File: config.mk
export PLATFORM = sky130hd
export DESIGN_NAME = malu_iterative_unit
export DESIGN_NICKNAME = d
export VERILOG_FILES = /design/src/rtl/malu_iterative_unit_pkg.sv /design/src/rtl/malu_sign_adj.sv /design/src/rtl/malu_iterative_unit.sv
export SDC_FILE = /design/constraint.sdc
export NUM_CORES = 1
export LEC_CHECK = 0
export ABC_CLOCK_PERIOD_IN_PS = 12050
export CAP_MARGIN = 25
export CORE_AREA = 2 2 213 215
export DETAILED_ROUTE_END_ITERATION = 12
export DIE_AREA = 0 0 215 217
export PLACE_DENSITY_LB_ADDON = 0.1
export SETUP_SLACK_MARGIN = 0.4
export SLEW_MARGIN = 20
export SYNTH_ARGS = -nofsm -noshare
export SYNTH_HDL_FRONTEND = slang
export SYNTH_SLANG_ARGS = --single-unit
File: constraint.sdc
create_clock -name clk_i -period 12.05 [get_ports clk_i]
set_clock_uncertainty 0.05 [all_clocks]
set_input_delay 3.0125 -clock clk_i [delete_from_list [all_inputs] [get_ports clk_i]]
set_output_delay 3.0125 -clock clk_i [all_outputs]
set_load 0.02 [all_outputs]
File: src/rtl/malu_iterative_unit_pkg.sv
// Shared definitions for the iterative RV32M multiply/divide unit:
// widths, MALU operation codes, FSM state encodings and decode helpers.
package malu_iterative_unit_pkg;

  localparam int XLEN  = 32;
  localparam int CNT_W = 6;

  localparam logic [XLEN-1:0] XMIN = {1'b1, {(XLEN-1){1'b0}}};

  typedef enum logic [3:0] {
    MALU_MUL    = 4'd0,
    MALU_MULH   = 4'd1,
    MALU_MULHSU = 4'd2,
    MALU_MULHU  = 4'd3,
    MALU_DIV    = 4'd4,
    MALU_DIVU   = 4'd5,
    MALU_REM    = 4'd6,
    MALU_REMU   = 4'd7
  } malu_op_e;

  typedef enum logic [1:0] {
    MALU_ST_IDLE   = 2'd0,
    MALU_ST_CALC   = 2'd1,
    MALU_ST_FINISH = 2'd2
  } malu_state_e;

  function automatic logic op_known(input logic [3:0] c);
    return c[3] == 1'b0;
  endfunction

  function automatic logic op_is_div(input logic [3:0] c);
    return c[3:2] == 2'b01;
  endfunction

  function automatic logic op_is_rem(input logic [3:0] c);
    return (c == MALU_REM) || (c == MALU_REMU);
  endfunction

  // Result comes from the upper half of the product / remainder half
  function automatic logic op_sel_hi(input logic [3:0] c);
    return (c == MALU_MULH) || (c == MALU_MULHSU) || (c == MALU_MULHU) || op_is_rem(c);
  endfunction

  function automatic logic op_a_signed(input logic [3:0] c);
    return (c == MALU_MULH) || (c == MALU_MULHSU) || (c == MALU_DIV) || (c == MALU_REM);
  endfunction

  function automatic logic op_b_signed(input logic [3:0] c);
    return (c == MALU_MULH) || (c == MALU_DIV) || (c == MALU_REM);
  endfunction

endpackage

File: src/rtl/malu_sign_adj.sv
// Conditional two's-complement negation of a hi/lo word pair, either as two
// independent words or as one double-width value (wide=1, negated by neg_hi).
module malu_sign_adj
  import malu_iterative_unit_pkg::*;
(
  input  logic [XLEN-1:0] hi,
  input  logic [XLEN-1:0] lo,
  input  logic            neg_hi,
  input  logic            neg_lo,
  input  logic            wide,
  output logic [XLEN-1:0] hi_adj,
  output logic [XLEN-1:0] lo_adj
);

  logic [2*XLEN-1:0] pair_neg;

  always_comb begin
    pair_neg = ~{hi, lo} + (2*XLEN)'(1);
    hi_adj   = hi;
    lo_adj   = lo;
    if (wide) begin
      if (neg_hi) {hi_adj, lo_adj} = pair_neg;
    end else begin
      if (neg_hi) hi_adj = ~hi + XLEN'(1);
      if (neg_lo) lo_adj = ~lo + XLEN'(1);
    end
  end

endmodule

File: src/rtl/malu_iterative_unit.sv
// Multi-cycle RV32M unit: radix-2 shift-add multiplier and restoring divider
// sharing one 2*XLEN working register, with start/busy/done handshake.
//
//   state          | meaning
//   MALU_ST_IDLE   | waiting for start; special cases resolved here
//   MALU_ST_CALC   | one multiply/divide bit per cycle, XLEN cycles
//   MALU_ST_FINISH | done_o pulse with result_o valid
module malu_iterative_unit
  import malu_iterative_unit_pkg::*;
(
  input  logic            clk_i,
  input  logic            rst_i,
  input  logic            start_i,
  input  logic            flush_i,
  input  logic [3:0]      malu_ctrl_i,
  input  logic [XLEN-1:0] op_a_i,
  input  logic [XLEN-1:0] op_b_i,
  output logic            busy_o,
  output logic            done_o,
  output logic [XLEN-1:0] result_o
);

  malu_state_e       state_q, state_d;
  logic [CNT_W-1:0]  cnt_q;
  logic [3:0]        ctrl_q;
  logic              sa_q, sb_q;
  logic [2*XLEN-1:0] pr_q;
  logic [XLEN-1:0]   opnd_q;
  logic              busy_q, done_q;
  logic [XLEN-1:0]   result_q;

  logic              accept, last;
  logic              sa_in, sb_in;
  logic [XLEN-1:0]   mag_a, mag_b;
  logic              special_in;
  logic [XLEN-1:0]   special_res;
  logic              div_q;
  logic [XLEN:0]     mul_sum, div_trial;
  logic [2*XLEN-1:0] mul_next, div_next, pr_step;
  logic              post_neg_hi, post_neg_lo;
  logic [XLEN-1:0]   post_hi, post_lo, final_res;

  assign accept = (state_q == MALU_ST_IDLE) && start_i && !flush_i;
  assign last   = (state_q == MALU_ST_CALC) && (cnt_q == CNT_W'(XLEN-1));
  assign sa_in  = op_a_signed(malu_ctrl_i) & op_a_i[XLEN-1];
  assign sb_in  = op_b_signed(malu_ctrl_i) & op_b_i[XLEN-1];

  malu_sign_adj u_pre (
    .hi     (op_a_i),
    .lo     (op_b_i),
    .neg_hi (sa_in),
    .neg_lo (sb_in),
    .wide   (1'b0),
    .hi_adj (mag_a),
    .lo_adj (mag_b)
  );

  // Divide-by-zero, signed overflow and unknown codes finish without iterating
  always_comb begin
    special_in  = 1'b0;
    special_res = '0;
    if (!op_known(malu_ctrl_i)) begin
      special_in = 1'b1;
    end else if (op_is_div(malu_ctrl_i)) begin
      if (op_b_i == '0) begin
        special_in  = 1'b1;
        special_res = op_is_rem(malu_ctrl_i) ? op_a_i : '1;
      end else if ((op_a_i == XMIN) && (op_b_i == '1) &&
                   ((malu_ctrl_i == MALU_DIV) || (malu_ctrl_i == MALU_REM))) begin
        special_in  = 1'b1;
        special_res = (malu_ctrl_i == MALU_DIV) ? XMIN : '0;
      end
    end
  end

  // Multiply: add multiplicand into the upper half when the low bit is set,
  // then shift the whole register right. Divide: shift left, trial-subtract.
  always_comb begin
    div_q     = op_is_div(ctrl_q);
    mul_sum   = {1'b0, pr_q[2*XLEN-1:XLEN]} + (pr_q[0] ? {1'b0, opnd_q} : '0);
    mul_next  = {mul_sum, pr_q[XLEN-1:1]};
    div_trial = pr_q[2*XLEN-1:XLEN-1] - {1'b0, opnd_q};
    if (!div_trial[XLEN]) div_next = {div_trial[XLEN-1:0], pr_q[XLEN-2:0], 1'b1};
    else                  div_next = {pr_q[2*XLEN-2:0], 1'b0};
    pr_step     = div_q ? div_next : mul_next;
    post_neg_hi = div_q ? sa_q : (sa_q ^ sb_q);
    post_neg_lo = div_q & (sa_q ^ sb_q);
  end

  malu_sign_adj u_post (
    .hi     (pr_step[2*XLEN-1:XLEN]),
    .lo     (pr_step[XLEN-1:0]),
    .neg_hi (post_neg_hi),
    .neg_lo (post_neg_lo),
    .wide   (!div_q),
    .hi_adj (post_hi),
    .lo_adj (post_lo)
  );

  assign final_res = op_sel_hi(ctrl_q) ? post_hi : post_lo;

  always_ff @(posedge clk_i or posedge rst_i) begin
    if (rst_i) state_q <= MALU_ST_IDLE;
    else       state_q <= state_d;
  end

  always_comb begin
    state_d = state_q;
    case (state_q)
      MALU_ST_IDLE:   if (accept) state_d = special_in ? MALU_ST_FINISH : MALU_ST_CALC;
      MALU_ST_CALC:   if (last) state_d = MALU_ST_FINISH;
      MALU_ST_FINISH: state_d = MALU_ST_IDLE;
      default:        state_d = MALU_ST_IDLE;
    endcase
    if (flush_i) state_d = MALU_ST_IDLE;
  end

  always_ff @(posedge clk_i or posedge rst_i) begin
    if (rst_i) begin
      cnt_q    <= '0;
      ctrl_q   <= '0;
      sa_q     <= 1'b0;
      sb_q     <= 1'b0;
      pr_q     <= '0;
      opnd_q   <= '0;
      busy_q   <= 1'b0;
      done_q   <= 1'b0;
      result_q <= '0;
    end else begin
      done_q <= 1'b0;
      if (flush_i) begin
        busy_q <= 1'b0;
      end else if (accept) begin
        ctrl_q <= malu_ctrl_i;
        sa_q   <= sa_in;
        sb_q   <= sb_in;
        cnt_q  <= '0;
        opnd_q <= op_is_div(malu_ctrl_i) ? mag_b : mag_a;
        pr_q   <= {{XLEN{1'b0}}, (op_is_div(malu_ctrl_i) ? mag_a : mag_b)};
        if (special_in) begin
          result_q <= special_res;
          done_q   <= 1'b1;
        end else begin
          busy_q <= 1'b1;
        end
      end else if (state_q == MALU_ST_CALC) begin
        pr_q  <= pr_step;
        cnt_q <= cnt_q + CNT_W'(1);
        if (last) begin
          busy_q   <= 1'b0;
          done_q   <= 1'b1;
          result_q <= final_res;
        end
      end
    end
  end

  assign busy_o   = busy_q;
  assign done_o   = done_q;
  assign result_o = result_q;

endmodule
==> out/summary.md <==
The run finished with clean final reports. By area, the combinational part of the netlist is dominated by compound AO/OA/AOI/OAI gates. By count the netlist is led by nand2_1 (280), o21ai_0 (205), nor2_1 (203). In the routed design, unresolved DRC markers number 0. Internal power comes to 1690 uW.

Critical path launch point type: an input pin. The logs give 2 for the number of buffers between clock root and the deepest sink and 0.00714 uW for the leakage power summed over all cells. The tools report the post-synthesis net count as 2261. Entering global routing, the biggest net connects 102 pins. Based on the critical path, the design can be clocked at up to 135 MHz. The logs give 1 for the initial antenna violation count and 2117 for the gate count after technology mapping.

Sequential cell area fraction in the yosys report: 23.5%. Summing the areas of all xor and xnor instances in the mapped netlist gives 9.30% of the synthesized area. The count of boundary I/O pins is 106, and the core footprint is 44700 sq um. The worst hold margin was 439 ps. The placed instances occupy a cell area of 16800 sq um. The final-report hold violation count is 0. The final wirelength was 63.4 mm. Setup violations remaining at the end of the flow were counted as 0. The clock drives 144 sinks.

The run gives 15300 as the number of global-route vias before repair. Biggest area consumer among synthesized cells: dfrtp_1. The number of design-rule violations left by the first detailed-router iteration came out at 1440. The first detailed-routing pass ran for 6 iterations. The share of total power dissipated in the clock network is 15.9%. By instance count, the leading cell after synthesis is nand2_1.

The number of inserted filler cells in the final layout was 4782; the share of power burned in registers was 22.0%. In the post-synthesis netlist, the biggest area contributors are dfrtp_1 (23%), nand2_1 (6.8%), o21ai_0 (6.7%). The run gives 0 as the total number of yosys warnings. Relative to the synthesized area, the layout overhead comes to 13.8%. The tools report the root buffer selected by CTS as clkbuf_16. The worst max-slew margin expressed relative to the limit came out at 38.7%. The run gives 0 as the final number of max-transition violations.

The synthesized netlist occupies a cell area of 15300 sq um. The design draws 3490 uW. Across every metal layer, demand over resource in global routing totals 26.9%. Net switching is 51.5% of the power. The flip-flop and latch count after synthesis is 144, and the number of non-filler instances in the completed layout is 2749. Using the TritonRoute via totals, the vias-per-cell ratio works out to 5.87. The global-route wire length before repair is 96.0 mm. Counting flops with a built-in enable in the synthesized netlist gives 0. The startpoint identified for the worst hold timing path is ctrl_q[1].

The power density over the cells came out at 200 nW/um^2. The max-cap violation count is 0, and the post-synthesis adder-cell area fraction is 5.97%. The die covers 46700 sq um. Arrival time of the worst setup path: 7760 ps. The post-synthesis compound-gate area fraction came out at 28.6%.

The tools report the global placement routability congestion as 0.916. A synthesized cell averages 7.25 sq um. Once the clock tree was built, the setup fixing pass inserted 0 buffers. The floorplan has 78 rows. The clock slew seen by the registers of the worst setup and hold paths was 70 ps; the combinational fraction of design power was 62.2%. In the final timing run, aggregate negative setup slack is 0 ps. Synthesis instantiated 99 different standard cells from the library. The worst hold path belongs to the class reg -> reg. In the final layout, the share of cells above drive strength 1 is 5.40%. The initial utilization of the core area, before any placement, comes to 34.3%.

In this run, post-CTS repair resized a total of 0 instances. The detail route stage leaves a number of antenna-violating nets equal to 0. The multiplexer share of the synthesized area is 2.61%, and the simple logic cell fraction of the synthesized area is 24.9%. The top cell type by area accounts for 23.5% of the synthesized area. The total overflow left after global routing is 0. Counting I/O delays and the setup requirement, the final critical path takes 7430 ps. The power spent charging and discharging nets is 1790 uW, and the period utilization is 61.7%. The startpoint identified for the worst register-to-register timing path is pr_q[31]. The path type of the worst setup path was in -> reg.

The maximum net fanout on the critical path is 26. The logs give 4 for the number of H-tree branching levels and 17500 sq um for the finished layout cell area. In the synthesized netlist the async set-or-reset flop fraction comes to 100%. Port buffering added 105 buffers. At the later pin of the worst-skew pair, clock insertion delay measures 460 ps.

Buffers inserted during clock tree synthesis total 17. The count of hold buffers inserted by post-cts repair was 0. Summing over every cut layer, the via total after detailed routing is 16100. Setup repair after global routing left no endpoint under its margin. The tools report the capturing element type of the critical path as a register. For the worst supply voltage drop on vdd, the log shows 0.0000970 V. For the worst setup path, the data required time is 12370 ps. TritonCTS built the clock tree. The vertical extent of the die was 217 microns; the routed wire length per instance was 23.1 microns. The floorplan step set the die width to 215 microns. Top flip-flop cell by instance count after synthesis: dfrtp_1. The HPWL after detailed placement is 49.8 mm. After the last flow step, the layout net total stands at 2279.

The slew at the pin with the worst max-slew slack works out to 920 ps. Tracing the worst setup path back leads to its startpoint at op_a_i[0]. Including well taps, the total number of placed cells is 2715.
## cells in the final DEF, fill, tap and decap left out, types with 17 or more instances in the layout
cell type / instances
nor2_1: 201
o211ai_1: 84
dfrtp_1: 144
nand4_1: 37
inv_1: 62
buf_4: 24
clkbuf_16: 17
mux2i_1: 40
a21oi_1: 180
o31ai_1: 22
a21o_1: 19
nor3_1: 51
xor2_1: 67
or3_1: 17
and3_1: 17
ha_1: 70
a31oi_1: 53
o21a_1: 18
clkdlybuf4s50_1: 105
o21ai_0: 205
nand3_1: 69
and2_1: 45
nand2_1: 280
xnor2_1: 94
## metrics by stage
step	setup WS, ps	utilization [%]
floorplan	5120	-
finish	4620	39.1
global placement	4320	37.7
CTS	4670	39.0
global route	4310	39.1
detailed placement	4180	37.7
## logic make-up after synthesis
family | count (synthesis)
flip-flops | 144
XOR/XNOR | 163
buffers and inverters | 195
adder cells (fa/ha/maj) | 72
AO/OA/AOI/OAI | 701
AND/OR/NAND/NOR | 802
multiplexers | 40
## layer usage
layer	track usage (%)	vias up	routed length (microns)
met3	2.78	54	3340
met5	0	-	0
met4	6.41	0	1080
li1	-	7708	-
met2	44.2	496	29500
met1	37.8	7865	29400
## power groups by stage
stage | sequential (uW) | clock (uW) | combinational, uW
2_1_floorplan | 771 | 0 | 1410
3_3_place_gp | 770 | 0 | 2130
3_5_place_dp | 771 | 0 | 2120
4_1_cts | 764 | 558 | 2140
5_1_grt | 782 | 580 | 2360
6_report | 766 | 553 | 2170
## final timing paths
check                                to  depth (start not counted)  slack [ps]
setup / recovery           result_o[24]                         16        4620
hold / removal                ctrl_q[1]                          2         440
setup reg to reg           result_o[18]                         24        5130
hold reg to reg               ctrl_q[1]                          2         440
max in group asynchronous      pr_q[41]                          3        7440
min in group asynchronous     opnd_q[5]                          2        3060
## flip-flops by register name (all words and copies together) (netlist names)
register / count
done_o: 1
busy_o: 1
cnt_q: 6
sa_q: 1
pr_q: 64
state_q: 2
ctrl_q: 4
result_o: 32
sb_q: 1
opnd_q: 32
## area by class of cell
type / count / area (sq um) / area share, %
clock buffers: 17 / 425 / 2.44
inverters: 64 / 245 / 1.40
flip-flops and latches: 144 / 3600 / 20.6
clock inverters: 15 / 159 / 0.910
multi-input cells: 1778 / 11000 / 63.1
well taps: 600 / 751 / 4.30
repair buffers: 130 / 1260 / 7.21
diodes: 1 / 2.50 / 0.0143
## worst max-delay path: stages
cell and delay, ps:
clkdlybuf4s50_1 510, inv_1 100, ha_1 190, nand3_1 170
nor4_2 720, and3b_1 450, a31oi_1 230, o21bai_1 410
a21oi_1 120, or2_1 230, buf_4 230, inv_2 340
nand2_2 190, nor2_2 540, a221oi_1 160, o21ai_1 130
No activity file was read; power rests on OpenSTA's default activity.
